==> src/rtl/clock_set_ctrl.sv <==
`default_nettype none
// ============================================================================
// Module   : clock_set_ctrl
// Purpose  : Push-button front end for the time-of-day counter set interface.
//            Debounces the three keys, walks the RUN/SET_H/SET_M/SET_S mode
//            machine and emits single up/down steps aligned to secTick so the
//            counter samples each step on exactly one oneSecClk edge.
// Ports    : clk      - system clock
//            reset    - synchronous, active-high reset
//            secTick  - one-cycle pulse at each oneSecClk rising edge
//            keyN     - raw active-low keys: [0]=mode, [1]=up, [2]=down
//            set      - high in any SET state
//            sethms   - field select: 00 hour, 01 min, 10 sec
//            upDown   - 10 up, 01 down, 00 idle
//            stepBusy - step engine not idle
// Options  : CLOCK_SET_AUTOREPEAT_EN - auto-repeat while up/down stays held
// Revision : 1.0 - initial release
// ============================================================================
module clock_set_ctrl #(
  parameter int DEB_CYCLES   = 1000000,
  parameter int REPEAT_DELAY = 2
) (
  input  logic       clk,
  input  logic       reset,
  input  logic       secTick,
  input  logic [2:0] keyN,
  output logic       set,
  output logic [1:0] sethms,
  output logic [1:0] upDown,
  output logic       stepBusy
);

  localparam int            DW      = $clog2(DEB_CYCLES);
  localparam logic [DW-1:0] DEB_MAX = DW'(DEB_CYCLES - 1);

  typedef enum logic [1:0] {RUN = 2'd0, SET_H = 2'd1, SET_M = 2'd2, SET_S = 2'd3} mode_t;
  typedef enum logic [1:0] {IDLE = 2'd0, ARM = 2'd1, DRIVE = 2'd2} step_t;

  logic [2:0] key_pulse;
`ifdef CLOCK_SET_AUTOREPEAT_EN
  logic [2:0] key_pressed;
`endif

  // Per-key synchronizer + debouncer. Levels stay active-low internally so
  // the reset value (all ones) means "released".
  generate
    for (genvar k = 0; k < 3; k++) begin : g_key
      logic          sync1, sync2, deb_n, deb_n_d, pulse;
      logic [DW-1:0] cnt;

      always_ff @(posedge clk) begin
        if (reset) begin
          sync1   <= 1'b1;
          sync2   <= 1'b1;
          deb_n   <= 1'b1;
          deb_n_d <= 1'b1;
          cnt     <= '0;
          pulse   <= 1'b0;
        end else begin
          sync1   <= keyN[k];
          sync2   <= sync1;
          deb_n_d <= deb_n;
          // Pulse lands one cycle after the debounced released->pressed flip.
          pulse   <= deb_n_d & ~deb_n;
          if (sync2 != deb_n) begin
            if (cnt == DEB_MAX) begin
              deb_n <= sync2;
              cnt   <= '0;
            end else begin
              cnt <= cnt + 1'b1;
            end
          end else begin
            cnt <= '0;
          end
        end
      end

      assign key_pulse[k] = pulse;
`ifdef CLOCK_SET_AUTOREPEAT_EN
      assign key_pressed[k] = ~deb_n;
`endif
    end
  endgenerate

  mode_t      mode_state, mode_next;
  step_t      step_state, step_next;
  logic       mode_pending, mode_pending_next;
  logic [1:0] dir, dir_next, updown_next;
  logic       step_done, engine_free, mode_go, up_p, dn_p, start, repeat_go;

`ifdef CLOCK_SET_AUTOREPEAT_EN
  localparam int            RW      = (REPEAT_DELAY < 1) ? 1 : $clog2(REPEAT_DELAY + 1);
  localparam logic [RW-1:0] REP_MAX = RW'(REPEAT_DELAY);

  logic [RW-1:0] rep_cnt, rep_cnt_next;
  logic          dir_held, both_held;

  // Ticks are counted from the press while the key stays held; the current
  // tick is included so a repeat decision on a secTick cycle sees it.
  always_comb begin
    dir_held     = (dir == 2'b10) ? key_pressed[1] : key_pressed[2];
    both_held    = key_pressed[1] & key_pressed[2];
    rep_cnt_next = rep_cnt;
    if (start) begin
      rep_cnt_next = '0;
    end else if ((step_state != IDLE) && secTick && dir_held && (rep_cnt != REP_MAX)) begin
      rep_cnt_next = rep_cnt + 1'b1;
    end
    repeat_go = (rep_cnt_next >= REP_MAX) && dir_held && !both_held &&
                !key_pulse[0] && !mode_pending;
  end

  always_ff @(posedge clk) begin
    if (reset) rep_cnt <= '0;
    else       rep_cnt <= rep_cnt_next;
  end
`else
  assign repeat_go = 1'b0;
`endif

  always_comb begin
    // Mode changes are only allowed when upDown is about to be (or is) idle.
    step_done   = (step_state == DRIVE) && secTick;
    engine_free = (step_state == IDLE) || step_done;
    mode_go     = (key_pulse[0] || mode_pending) && engine_free;

    mode_next = mode_state;
    if (mode_go) begin
      case (mode_state)
        RUN:     mode_next = SET_H;
        SET_H:   mode_next = SET_M;
        SET_M:   mode_next = SET_S;
        default: mode_next = RUN;
      endcase
    end

    mode_pending_next = mode_pending;
    if (mode_go)           mode_pending_next = 1'b0;
    else if (key_pulse[0]) mode_pending_next = 1'b1;

    // A mode change wins over a coincident step request.
    up_p  = key_pulse[1] & ~key_pulse[2];
    dn_p  = key_pulse[2] & ~key_pulse[1];
    start = (step_state == IDLE) && (mode_state != RUN) && (up_p || dn_p) && !mode_go;

    step_next   = step_state;
    dir_next    = dir;
    updown_next = upDown;
    case (step_state)
      IDLE: begin
        if (start) begin
          step_next = ARM;
          dir_next  = up_p ? 2'b10 : 2'b01;
        end
      end
      ARM: begin
        if (secTick) begin
          step_next   = DRIVE;
          updown_next = dir;
        end
      end
      DRIVE: begin
        if (secTick) begin
          step_next   = repeat_go ? ARM : IDLE;
          updown_next = 2'b00;
        end
      end
      default: begin
        step_next   = IDLE;
        updown_next = 2'b00;
      end
    endcase

    set      = (mode_state != RUN);
    stepBusy = (step_state != IDLE);
    case (mode_state)
      SET_M:   sethms = 2'b01;
      SET_S:   sethms = 2'b10;
      default: sethms = 2'b00;
    endcase
  end

  always_ff @(posedge clk) begin
    if (reset) begin
      mode_state   <= RUN;
      step_state   <= IDLE;
      mode_pending <= 1'b0;
      dir          <= 2'b00;
      upDown       <= 2'b00;
    end else begin
      mode_state   <= mode_next;
      step_state   <= step_next;
      mode_pending <= mode_pending_next;
      dir          <= dir_next;
      upDown       <= updown_next;
    end
  end

endmodule
`default_nettype wire

==> config.mk <==
export PLATFORM = sky130hd
export DESIGN_NAME = clock_set_ctrl
export DESIGN_NICKNAME = d
export VERILOG_FILES = /design/src/rtl/clock_set_ctrl.sv
export SDC_FILE = /design/constraint.sdc
export NUM_CORES = 1
export LEC_CHECK = 0
export ABC_AREA = 1
export CAP_MARGIN = 10
export CELL_PAD_IN_SITES_DETAIL_PLACEMENT = 1
export CELL_PAD_IN_SITES_GLOBAL_PLACEMENT = 2
export CORE_UTILIZATION = 38
export CTS_BUF_LIST = sky130_fd_sc_hd__clkbuf_8 sky130_fd_sc_hd__clkbuf_16
export DETAILED_ROUTE_END_ITERATION = 8
export PLACE_DENSITY_LB_ADDON = 0.1
export SYNTH_ARGS = -nofsm -noshare
export SYNTH_HDL_FRONTEND = slang
export SYNTH_SLANG_ARGS = --single-unit
==> constraint.sdc <==
create_clock -name clk -period 2.4 [get_ports clk]
set_clock_uncertainty 0.15 [all_clocks]
set_input_delay 0.24 -clock clk [delete_from_list [all_inputs] [get_ports clk]]
set_output_delay 0.24 -clock clk [all_outputs]
set_load 0.01 [all_outputs]
==> impl_metrics.ini <==
[finish]
n_fill_cell = 1261
seqCellArea_sq_mm = 0.001682
finalNonFillerCells = 708
fin_area_sq_mm = 0.004405
nets = 583
drive_above_1_share_pct = 8.522
area_growth_syn_to_layout_pct = 11.60
final_common_cell = nand2_1
antenna_cells = 0
utilization_pct = 44.46
multiInputGateArea_sq_mm = 0.002044
final_cell_mix = 138 x nand2_1, 105 x nor2_1, 84 x dfxtp_1

[clocking]
insertion_delay_ps = 380
cts_buffer_depth = 2
numCtsBuffers = 9
path_clk_slew_ps = 100
cts_setup_buffers = 0
htree_levels = 3
ctsResizeCount = 0
clock_sinks = 84
cts_tree = yes
cts_root_buffer = clkbuf_8
ctsHoldBuffers = 0

[grt]
antenna_found_initial = 0
overflow = 0
grt_max_degree = 21
grtUsageTotal_pct = 18.57
grt_pass1_vias = 3477
grt_pass1_wl_um = 15990

[timing]
hold_viol_final = 0
slew_violations = 0
rsz0062_at_grt = false
worst_pin_slew_ps = 298.6
min_period_over_period_pct = 84.44
max_freq_mhz = 493.4
tns_ps = 0
setup_viol = 0
finalCriticalPeriod_ps = 2027
relSlewSlack_pct = 80.02

[synth]
synth-simple-area-share_pct = 37.40
ys_types = 24
synth_fa_ha_area_share_pct = 2.219
synth_xor_area_share_pct = 5.103
synthTopCellsByArea = dfxtp_1 43%, nand2_1 13%, nor2_1 10%, a21oi_1 5.1%, inv_1 4.4%
syn-instance-count = 551
synth_seq_area_share_pct = 42.60
synthArstFlopShare_pct = 0
synth_edf_count = 0
synth_flop_cell = dfxtp_1
yosysTopAreaCell = dfxtp_1
synth_compound_area_share_pct = 7.068
synth_top_area_share_pct = 42.60
synthesis.nets = 564
ys_ff_latch = 84
synth_top_family_by_area = simple AND/OR/NAND/NOR gates
yosysWarnings = 0
synth_mux_area_share_pct = 0
post_synth.cell_area_avg_sq_um = 7.164
netlist_area_sq_mm = 0.003948

[power]
max-vdd-ir-drop_v = 0.0004188
pwr-share-clk_pct = 42.1
seqPwrFrac_pct = 56.5
combPwrFrac_pct = 1.4
internal-power_mw = 1.900
swShare_pct = 23.46
p_sw_mw = 0.5825
total_leakage_power_nw = 1.311
powerDensity_mw_per_mm2 = 563.6

[critical_path]
crit_buf_inv = 3
path_common_cell = inv_1
worstPathRequired_ps = 2010
arrival_ps = 1640
critPathTopFamily = buffers and inverters
path_cells = inv_1, ha_1, inv_1, clkdlybuf4s50_1
max_stage_delay_ps = 530
endpoint_kind = output port
worstPathMaxFanout = 3
path_class = reg2out
crit_path_top_delay_cell = clkdlybuf4s50_1
startpoint_type = register

[floorplanning]
die_area_sq_mm = 0.01080
chipHeight_um = 103.9
core.rowCount = 36
initial_core_util_pct = 39.84
io_pins = 12
core_area_sq_mm = 0.009910
die_w_um = 103.9

[place]
dpl_cell_area_sq_mm = 0.004205
io_buffers = 11
dp_cells = 692
place_congestion = 0.7543
dp_hpwl_um = 6923

[drt]
vias = 3432
wl_per_cell_um = 12.96
via_per_inst = 4.847
dr.pass1.iters = 4
drc = 0
postRouteAntennaNets = 0
drt_wl_total_um = 9176
drtIter0Drc = 67

[run_status]
outcome = finished clean

[job]
maxCapViolations = 0

[hold_path]
min_path_type = in2reg
registers in the layout (all words and copies together), names as in the netlist, 3 cells and up:
| name | cells |
|---|---|
| g_key.cnt | 60 |
| g_key.sync2 | 3 |
| g_key.sync1 | 3 |
| g_key.pulse | 3 |
| g_key.deb_n | 3 |
| g_key.deb_n_d | 3 |
Yosys cell counts (2+ instances only):
master and n:
nor2_2 4, nand2_1 138, xor2_1 13, nand4_1 12, nand3b_1 5, a21oi_1 40, nor2_4 3, inv_1 46
dfxtp_1 84, nor2_1 105, nand3_1 31, or2_0 8, o21bai_1 2, xnor2_1 10, or2_2 12, nor3_2 4
nand3_2 6, o21ai_0 11, ha_1 7, buf_4 6
worst register-to-register path, stage by stage (launching register included):
cell	delay, ps
dfxtp_1	390
ha_1	310
nand3_2	160
nor3_2	160
nand3_1	120
nand2_1	80
buf_4	250
nor2_1	80
per-stage QoR:
stage / power (mW) / worst slack [ps] / hold slack, ps
floorplan: 1.455 / 860.2 / 193.8
global placement: 1.470 / 618.9 / 244.8
detailed placement: 1.472 / 555.2 / 249.8
CTS: 2.527 / 326.3 / 247.7
global route: 2.583 / 268.7 / 257.2
finish: 2.483 / 373.4 / 265.4
cell families after synthesis:
| logic type | Yosys count |
|---|---|
| AO/OA/AOI/OAI | 54 |
| XOR/XNOR | 23 |
| buffers and inverters | 53 |
| flip-flops | 84 |
| AND/OR/NAND/NOR | 330 |
| adder cells (fa/ha/maj) | 7 |
worst paths after layout:
path / cells past startpoint / slack (ps) / to / from
max: 4 / 370 / set / mode_state[1]
min: 2 / 270 / g_key[2].sync1 / keyN[2]
max reg2reg: 7 / 570 / g_key[2].cnt[11] / g_key[2].cnt[0]
min reg2reg: 2 / 270 / g_key[1].pulse / g_key[1].deb_n_d
per-layer routing:
layer	vias to the layer above	part of all wire [%]	GRT usage [%]
met5	-	0	0
met4	0	1.5	6.429
met3	13	2.2	4.511
met2	18	48	31.86
met1	1609	49	22.63
li1	1792	-	-
layout make-up:
type                    instances  area share, %
clock buffers                   9          2.812
repair buffers                 15          3.181
well taps                     133          3.777
flip-flops and latches         84          38.17
multi-input cells             414          46.41
inverters                      46          3.919
clock inverters                 7          1.732
power by group through the flow:
| stage | Clock [mW] | Combinational, mW | Sequential [mW] |
|---|---|---|---|
| after floorplan | 0 | 0.0210 | 1.43 |
| after global placement | 0 | 0.0351 | 1.43 |
| after detailed placement | 0 | 0.0364 | 1.44 |
| after CTS | 1.09 | 0.0365 | 1.40 |
| after global routing | 1.14 | 0.0399 | 1.40 |
| final | 1.05 | 0.0352 | 1.40 |
Power figures use the tool's default switching activity.
==> patch 1, RTL diff (same settings) <==
Encoding of `mode_t`: now one-hot (4 bits for 4 values).
--- a/src/rtl/clock_set_ctrl.sv
+++ b/src/rtl/clock_set_ctrl.sv
@@ -34,5 +34,5 @@
   localparam logic [DW-1:0] DEB_MAX = DW'(DEB_CYCLES - 1);
 
-  typedef enum logic [1:0] {RUN = 2'd0, SET_H = 2'd1, SET_M = 2'd2, SET_S = 2'd3} mode_t;
+  typedef enum logic [3:0] {RUN = 4'b0001, SET_H = 4'b0010, SET_M = 4'b0100, SET_S = 4'b1000} mode_t;
   typedef enum logic [1:0] {IDLE = 2'd0, ARM = 2'd1, DRIVE = 2'd2} step_t;
 
Check against the original RTL: no difference found for any inputs over 10 cycles, from zero or initial values and one cycle with reset high; not proved beyond that.
==> patch 1 against the unedited design <==
Maximum frequency fell by 7.6%; largest power group unchanged; power grew 2.5%; hold slack got worse by 2.2 ps; wire length up 4.9%; global-route usage grew 0.53 points; sequential cell count is 2 higher; critical path type unchanged; non-clock buffer count stayed put; synthesized area up 5.2%; setup slack got worse by 170 ps; design area increased by 4.7%.
==> patch 1: results (changes against the unedited design) <==
Status
  – Status: complete, no violations

Place
  – Area post-placement: 0.00442 sq mm (+5.1%)
  – Placed cell count: 726 (+4.9%)
  – Detailed Place HPWL: 7.35 mm (+6.1%)
  – Final Wtd Congestion: 0.809 (+7.3%)
  – Pre-CTS setup slack: 444 ps (-111 ps)

Routing
  – Initial DRC count: 90 (+34%)

Critical path
  – Setup slack, reg-to-reg: 510 ps (-60 ps)
  – Worst EP arrival: 1800 ps (+160 ps)
  – Worst-path maximum fanout: 4 (+1)
  – Worst path max stage delay: 620 ps (+90 ps)
  – Reg-to-reg startpoint: g_key[1].cnt[0]
  – CP Capture Point: sethms[0]

Finish
  – Clk tree area frac: 4.23% (-0.31 points)
  – Fillers: 1355 (+7.5%)
  – CLK BUF: 12 (+3)
  – Number of non-clock inverters in the layout: 54 (+17%)
  – FF+latch count: 86 (+2.4%)
  – Storage element area: 0.00172 sq mm (+2.4%)
  – Comb_multi_in: 435 (+5.1%)
  – Layout cell share with drive strength beyond 1: 10.8% (+2.3 points)
  – Signal buf overhead: 3.04% (-0.14 points)

Worst hold path
  – Hold endpoint: g_key[0].pulse
  – Tightest Hold Check Type: flop to flop
  – Hold path startpoint: g_key[0].deb_n_d

Yosys
  – Post-synthesis compound-gate area fraction: 7.20% (+0.13 points)
  – Main area contributors after synthesis: dfxtp_1 (41%), nand2_1 (11%), nor2_1 (11%)
  – Synth cell count leaders: nand2_1 (126), nor2_1 (120), dfxtp_1 (86)
  – Xor/xnor share of the synthesized area: 5.27% (+0.17 points)

Pwr
  – Worst IR Drop VDD: 0.327 mV (-22%)
  – Pint: 2.00 mW (+5.1%)
  – PwrDens: 552 mW/mm^2 (-2.1%)
  – Sequential share of power: 56.4% (about the same)

GRT
  – Gr usage total: 19.1% (+0.53 points)

Die
  – Well tap count: 136 (+2.3%)

STA
  – Worst hold slack: 263 ps (-2.24 ps)
patch 1: cell types whose count changed in the layout (fill, tap and decap cells not counted), moves of 4 or more:
cell | before | now
a21oi_1 | 40 | 32
a21oi_2 | 0 | 5
inv_1 | 47 | 52
nand2_1 | 138 | 126
nand2_2 | 1 | 6
nand3_1 | 31 | 41
nor2_1 | 105 | 120
nor3_1 | 0 | 5
or2_0 | 8 | 3
xor2_1 | 13 | 17
patch 1: routing by layer:
metal | vias up | track usage [%] | wire [um] | share of wire (%)
met5 | - | 0 | 0 | 0
met4 | 0 | 8.81 | 201 | 2.1
met3 | 14 | 3.68 | 215 | 2.2
met2 | 29 | 31.6 | 4440 | 46
met1 | 1690 | 23.9 | 4770 | 50
li1 | 1881 | - | - | -
patch 1: cells by family (layout without fill, tap and decap cells):
logic type / after synthesis / count (layout)
AO/OA/AOI/OAI: 54 / 54
XOR/XNOR: 25 / 25
adder cells (fa/ha/maj): 4 / 4
buffers and inverters: 61 / 82
flip-flops: 86 / 86
AND/OR/NAND/NOR: 352 / 352
==> patch 2, RTL diff (config.mk and constraints unchanged) <==
Without the edit above. The parameter `DEB_CYCLES` goes from 1000000 to 4000000.
--- a/src/rtl/clock_set_ctrl.sv
+++ b/src/rtl/clock_set_ctrl.sv
@@ -18,5 +18,5 @@
 // ============================================================================
 module clock_set_ctrl #(
-  parameter int DEB_CYCLES   = 1000000,
+  parameter int DEB_CYCLES   = 4000000,
   parameter int REPEAT_DELAY = 2
 ) (
Function: no difference found for any inputs over 10 cycles, from zero or initial values and one cycle with reset high; that may be too few to reach the edited logic, so the function may still have changed.
==> patch 2 against the unedited design <==
Non-clock buffer count decreased by 2; synthesized area up 11%; power increased by 16%; maximum frequency is 3.4% higher; setup slack improved by 67 ps; sequential cell count increased by 6; wire length rose by 11%; core utilization is 0.083 points lower; design area up 11%; sequential power grew 7%.
==> patch 2: results (changes against the unedited design) <==
Status
  – Status: complete, no violations

Finish
  – Fillers: 1450 (+15%)
  – Nets: 656 (+13%)
  – Signal buf overhead: 2.56% (-0.62 points)
  – Comb_multi_in: 466 (+13%)
  – Layout cell share with drive strength beyond 1: 9.57% (+1.0 points)
  – Max reg flops: 66 (+10%)
  – Clk tree area frac: 5.73% (+1.2 points)
  – Plain + repair buffers: 13 (-2)
  – Fraction of area in registers: 36.8% (-1.4 points)
  – Number of non-clock inverters in the layout: 63 (+37%)
  – Fraction of area in multi-input gates: 46.5% (+0.065 points)

Place
  – Pre-CTS setup slack: 483 ps (-72.0 ps)
  – Detailed Place HPWL: 7.66 mm (+11%)
  – Final Wtd Congestion: 0.788 (+4.5%)

STA
  – Worst hold slack: 262 ps (-3.34 ps)
  – Worst slew pin tran: 464 ps (+165 ps)

CTS
  – Skew-Pair Late Insertion Delay: 340 ps (-40 ps)
  – CTS Buf Count: 9 (unchanged)
  – CTS Buffer Depth: 2 (unchanged)
  – Root Driver: clkbuf_16
  – Clock slew at the register clock pins of the worst setup and hold paths: 70 ps (-30 ps)

Pwr
  – Total leakage power: 1.59 nW (+21%)
  – Switching share of power: 22.6% (-0.85 points)
  – Worst IR Drop VDD: 0.417 mV (-0.41%)
  – Flop+latch power: 1.50 mW (+7%)

Yosys
  – Sequential share of the synthesized area: 41.1% (-1.5 points)
  – Adder-cell share of the synthesized area: 2.00% (-0.22 points)
  – Synth cell count leaders: nand2_1 (157), nor2_1 (136), dfxtp_1 (90)
  – Post-synth net total: 639 (+13%)
  – Yosys cell types: 29 (+21%)
  – Post-synthesis compound-gate area fraction: 5.79% (-1.3 points)
  – Main area contributors after synthesis: dfxtp_1 (41%), nand2_1 (13%), nor2_1 (12%)
  – Mapped Area: 0.00439 sq mm (+11%)
  – Xor/xnor share of the synthesized area: 5.59% (+0.49 points)

GRT
  – Gr usage total: 18.7% (+0.11 points)
  – Largest net degree at the start of global routing: 22 (+4.8%)
  – Number of global-route vias before repair: 3857 (+11%)
  – First-pass GRT wire length: 17.4 mm (+8.9%)

Worst hold path
  – Tightest Hold Check Type: flop to flop
  – Hold path startpoint: g_key[2].deb_n_d
  – Hold endpoint: g_key[2].pulse

Critical path
  – Setup slack, reg-to-reg: 520 ps (-50 ps)
  – Worst path max stage delay: about 520 ps
  – CP startpoint: mode_state[0]
  – Reg-to-reg startpoint: g_key[0].cnt[0]
  – R2R depth: 8 (+1)
  – Worst EP arrival: 1570 ps (-70 ps)
  – RR Endpoint: g_key[0].cnt[18]

Routing
  – Initial DRC count: 99 (+48%)
  – Drt total wl: 10.2 mm (+11%)
## patch 2: per-stage QoR
step	instance area, sq um	std cells	total power [mW]
finish	4890	788	2.87
global route	4890	788	2.98
CTS	4890	788	2.93
detailed placement	4610	772	1.58
global placement	4610	772	1.58
floorplan	4390	626	1.56
## patch 2: routing by layer
layer | share of wire [%] | track usage (%) | vias up | wire length [um]
li1 | - | - | 1986 | -
met5 | 0 | 0 | - | 0
met2 | 47 | 32.5 | 14 | 4810
met4 | 1.4 | 7.43 | 0 | 147
met1 | 50 | 22.8 | 1775 | 5080
met3 | 1.5 | 3.20 | 12 | 149
## patch 2: critical path: cells and delay by family (launching register included)
family                     cells  cell delay (ps)
buffers and inverters          3              660
DFF                            1              340
adders and majority gates      1              230
## patch 2: worst max path at each step
stage,end,slack [ps],depth (start not counted)
CTS,set,410,4
detailed placement,g_key[2].cnt[13],480,6
global route,g_key[0].cnt[18],300,8
global placement,g_key[2].cnt[13],520,6
finish,set,440,4
floorplan,g_key[0].cnt[5],910,9
